**src/rtl/clock_divider.sv**
```systemverilog
// Two free-running 50%-duty integer clock dividers (mclk, slow_clk) from clk.
// Odd ratios OR a rising-edge register with its falling-edge resample to get N/2 high time.

module clock_divider_core #(
  parameter int N = 4
) (
  input  logic rst,
  input  logic clk,
  output logic clk_out
);
  localparam int W = (N < 2) ? 1 : $clog2(N);
  localparam logic [W-1:0] LAST = W'(N - 1);
  localparam logic [W-1:0] HALF = W'(N / 2);

  logic [W-1:0] cnt_q, cnt_d;
  logic         pos_q, pos_d;

  // Output is registered from the next count, so the first edge after reset
  // (count 0 -> 1) raises it; high for counts 1..floor(N/2).
  always_comb begin
    cnt_d = (cnt_q == LAST) ? '0 : cnt_q + W'(1);
    pos_d = (cnt_d != '0) && (cnt_d <= HALF);
  end

  always_ff @(posedge clk or posedge rst) begin
    if (rst) begin
      cnt_q <= '0;
      pos_q <= 1'b0;
    end else begin
      cnt_q <= cnt_d;
      pos_q <= pos_d;
    end
  end

  if (N < 2) begin : g_bad
    $fatal(1, "clock_divider_core: ratio N=%0d must be >= 2", N);
    assign clk_out = 1'b0;
  end else if ((N % 2) == 1) begin : g_odd
    logic neg_q, neg_d;

    always_comb neg_d = pos_q;

    always_ff @(negedge clk or posedge rst) begin
      if (rst) neg_q <= 1'b0;
      else     neg_q <= neg_d;
    end

    // pos_q and neg_q overlap by half a cycle, so the OR cannot glitch
    assign clk_out = pos_q | neg_q;
  end else begin : g_even
    assign clk_out = pos_q;
  end
endmodule

module clock_divider #(
  parameter int MCLK_DIV = 4,
  parameter int SLOW_DIV = 1000000
) (
  input  logic rst,
  input  logic clk,
  output logic mclk,
  output logic slow_clk
);
  clock_divider_core #(.N(MCLK_DIV)) u_mclk_div (
    .rst     (rst),
    .clk     (clk),
    .clk_out (mclk)
  );

  clock_divider_core #(.N(SLOW_DIV)) u_slow_div (
    .rst     (rst),
    .clk     (clk),
    .clk_out (slow_clk)
  );
endmodule

```
**config.mk**
```make
export PLATFORM = sky130hd
export DESIGN_NAME = clock_divider
export DESIGN_NICKNAME = d
export VERILOG_FILES = /design/src/rtl/clock_divider.sv
export SDC_FILE = /design/constraint.sdc
export NUM_CORES = 1
export LEC_CHECK = 0
export CORE_MARGIN = 2
export CORE_UTILIZATION = 45
export CTS_CLUSTER_SIZE = 14
export DETAILED_ROUTE_END_ITERATION = 10
export GPL_TIMING_DRIVEN = 0
export PLACE_DENSITY = 0.73
export SYNTH_ARGS = -nofsm -noshare
export SYNTH_HDL_FRONTEND = slang
export SYNTH_HIERARCHICAL = 1
export SYNTH_SLANG_ARGS = --single-unit
```
**constraint.sdc**
```tcl
create_clock -name clk -period 3.4 [get_ports clk]
set_input_delay 0.68 -clock clk [delete_from_list [all_inputs] [get_ports clk]]
set_output_delay 0.68 -clock clk [all_outputs]
set_load 0.005 [all_outputs]
```
==> impl_metrics.csv <==
group,metric,value,unit
critical_path,cp-end-kind,"flop",
global_route,track_usage,17.7,%
sta,worst_slew_pin_slew,0.791,ns
route,routed_wirelength,2.65,mm
synthesis,synth_top_family_by_area,"simple AND/OR/NAND/NOR gates",
route,wl_per_cell,15.1,µm
critical_path,start_kind,"flop",
cells_and_area,insertedDiodeCount,0,
sta,hold_viol_final,0,
synthesis,yosysTopAreaCell,"dfrtp_1",
die,pin_count,4,
synthesis,avgSynthCellArea,9.71,µm²
synthesis,synth_area_leaders,"dfrtp_1 45%, xnor2_1 5.2%, nand3_1 3.4%",
clock_tree,clk_path_buf_depth,2,
global_route,overflow,0,
cells_and_area,seq_area,601,µm²
synthesis,ys_seq_elements,24,
cells_and_area,final_net_count,151,
synthesis,synthXorXnorAreaFrac,8.50,%
global_route,grt_pass1_vias,1039,
clock_tree,cts-root-buf,"clkbuf_4",
cells_and_area,final_cell_area,0.00143,mm²
critical_path,cp_data_required_time,3.59,ns
synthesis,syn_nets,143,
clock_tree,postCtsSetupBuffers,0,
sta,setup_viol,0,
job,drv_cap,0,
placed_design,gp_congestion,0.877,
sta,period_needed,3.14,ns
global_route,grt_max_degree,22,
critical_path,r2r-end,"u_slow_div/clk_out",
cells_and_area,drive_gt1_share,9.03,%
clock_tree,htreeDepth,1,
pwr,ir_drop,0.238,mV
placed_design,port_buffers,3,
route,drt_iter0_markers,49,
synthesis,synth.top_cell.area_share,44.8,%
clock_tree,cts_made_buffers,3,
synthesis,synth_simple_gate_area_share,28.6,%
die,die-area,0.00343,mm²
route,drtPass1Iterations,4,
route,viasPerCell,5.94,
placed_design,placed_area,0.00141,mm²
pwr,power_density,287,mW/mm²
placed_design,dpl.hpwl,1.99,mm
critical_path,worst-r2r-cell-count,7,
die,start_util,48.2,%
clock_tree,clk_latency,0.30,ns
sta,finalSetupTns,0,ns
cells_and_area,fillers,255,
route,vias,1039,
worst_hold_path,min_to,"u_mclk_div/cnt_q[0]",
synthesis,ys_warn_count,6,
synthesis,synth_ff_type,"dfrtp_1",
sta,rsz0062_at_grt,"no",
critical_path,r2r_setup_slack,0.26,ns
clock_tree,cts_resized,0,
synthesis,synth_compound_area_share,9.80,%
die,die_width,58.6,µm
outcome,status,"completed",
sta,slew_viol_final,0,
die,std_cell_rows,19,
route,postRouteAntennaNets,0,
clock_tree,hold_buffers,0,
synthesis,synth_edf_count,0,
pwr,p_leak,0.000653,µW
critical_path,reg2reg_from,"u_slow_div/cnt_q[8]",
synthesis,synth_cells,138,
synthesis,yosysSeqAreaShare,44.8,%
route,drc,0,
synthesis,async_flop_share,100,%
synthesis,synth-adder-area-share,2.80,%
synthesis,synth_area,0.00134,mm²
die,fp.dieH,58.6,µm
sta,fmaxAchievable,318,MHz
critical_path,path_max_fanout,9,
clock_tree,cts_tree,"built",
synthesis,synth_mux_area_share,0.747,%
critical_path,critPathKind,"flop to flop",
die,core,0.00278,mm²
cells_and_area,syn_to_final_growth,6.82,%
sta,relSlewSlack,47.2,%
worst_hold_path,holdPathStages,1,
cells_and_area,multi_input_area,676,µm²
worst_hold_path,worstHoldStart,"u_mclk_div/cnt_q[0]",
clock_tree,path_clk_slew,0.12,ns
critical_path,cp.arrival,3.33,ns
synthesis,synth.distinct_cells,41,
sta,timing.final.crit_share,92.4,%
worst_hold_path,hp-class,"flop to flop",
clock_tree,clock_sinks,24,
global_route,antenna_found_initial,0,
global_route,grt_pass1_wl,4.67,mm
sta,fin_skew,0.00571,ns
## layer usage
layer  routed length, µm  vias to the layer above  GRT usage, %
met5                   0                        -             0
met4                  46                        0          5.84
met3                  64                        6          2.64
met2                1270                       24          29.2
met1                1260                      502          24.0
li1                    -                      507             -
## critical path: stages, from the launching register on
cell and delay [ns]:
dfrtp_1 0.48, or4bb_4 0.57, nor4_4 0.42, nand2_1 0.28, a211oi_1 0.29, nand4b_1 0.18
or4_1 0.51, o311a_1 0.30
## logic make-up after synthesis
family / count (synthesis)
and+or+nand+nor: 63
adders and majority gates: 3
DFF: 24
muxes: 1
buffers and inverters: 15
AOI/OAI and AO/OA: 19
xor gates and xnor gates: 13
## sequential cells by signal, summed over array words and instances, names as in the netlist
signal and flops:
u_slow_div/cnt_q 20, u_mclk_div/clk_out 1, u_slow_div/clk_out 1, u_mclk_div/cnt_q 2
## final cells by class
cell class                      instances  share of cell area, %
Tap cell                               31                   2.71
Sequential cell                        24                   42.0
Inverter                               12                   3.15
Multi-Input combinational cell         99                   47.2
Buffer                                  3                   1.31
Clock buffer                            3                   1.57
Timing Repair Buffer                    3                   2.10
## synthesized netlist by cell type (2+ instances only)
cell type and number:
dfrtp_1 24, inv_1 12, nor2_1 12, nand3_1 9
nand2_1 8, xnor2_1 8, o21ai_0 7, nand4_1 6
xor2_1 5, nor4_1 4, or3_1 4, and2_1 3
ha_1 3, nor3_1 3, and4_1 2, clkbuf_1 2
o2111ai_1 2
## how the worst max path moves through the flow
stage,slack [ns],to,startpoint,cells past startpoint
3_3_place_gp,0.26,u_slow_div/clk_out,u_slow_div/cnt_q[8],7
3_5_place_dp,0.29,u_slow_div/clk_out,u_slow_div/cnt_q[8],7
5_1_grt,0.13,u_slow_div/clk_out,u_slow_div/cnt_q[8],7
6_report,0.26,u_slow_div/clk_out,u_slow_div/cnt_q[8],7
2_1_floorplan,0.66,u_slow_div/clk_out,u_slow_div/cnt_q[10],8
4_1_cts,0.28,u_slow_div/clk_out,u_slow_div/cnt_q[8],7
## through the flow
step	instances	hold slack [ns]	total power, µW	setup slack [ns]	utilization, %
2_1_floorplan	138	0.430	295	0.662	-
3_3_place_gp	172	0.442	298	0.263	50.7
3_5_place_dp	172	0.461	298	0.294	50.7
4_1_cts	175	0.481	418	0.278	51.5
5_1_grt	175	0.501	425	0.133	51.5
6_report	175	0.476	410	0.257	51.5
## power by group
group          internal [µW]  leakage [µW]  total, µW  switching, µW
Combinational           1.16      0.000333       6.69           5.53
Clock                   41.2     0.0000138        118           76.9
Sequential               285      0.000306        285              0
## cells in the final DEF, fill, tap and decap left out, types with 2 or more instances in the layout
| cell | n |
|---|---|
| nand4_1 | 6 |
| o2111ai_1 | 2 |
| nand2_1 | 8 |
| clkbuf_4 | 3 |
| ha_1 | 3 |
| xor2_1 | 5 |
| and4_1 | 2 |
| o21ai_0 | 7 |
| xnor2_1 | 8 |
| nand3_1 | 9 |
| clkbuf_1 | 2 |
| nor3_1 | 3 |
| clkdlybuf4s50_1 | 3 |
| and2_1 | 3 |
| or3_1 | 4 |
| inv_1 | 12 |
| dfrtp_1 | 24 |
| nor4_1 | 4 |
| nor2_1 | 12 |
(Power assumes the default switching activity.)
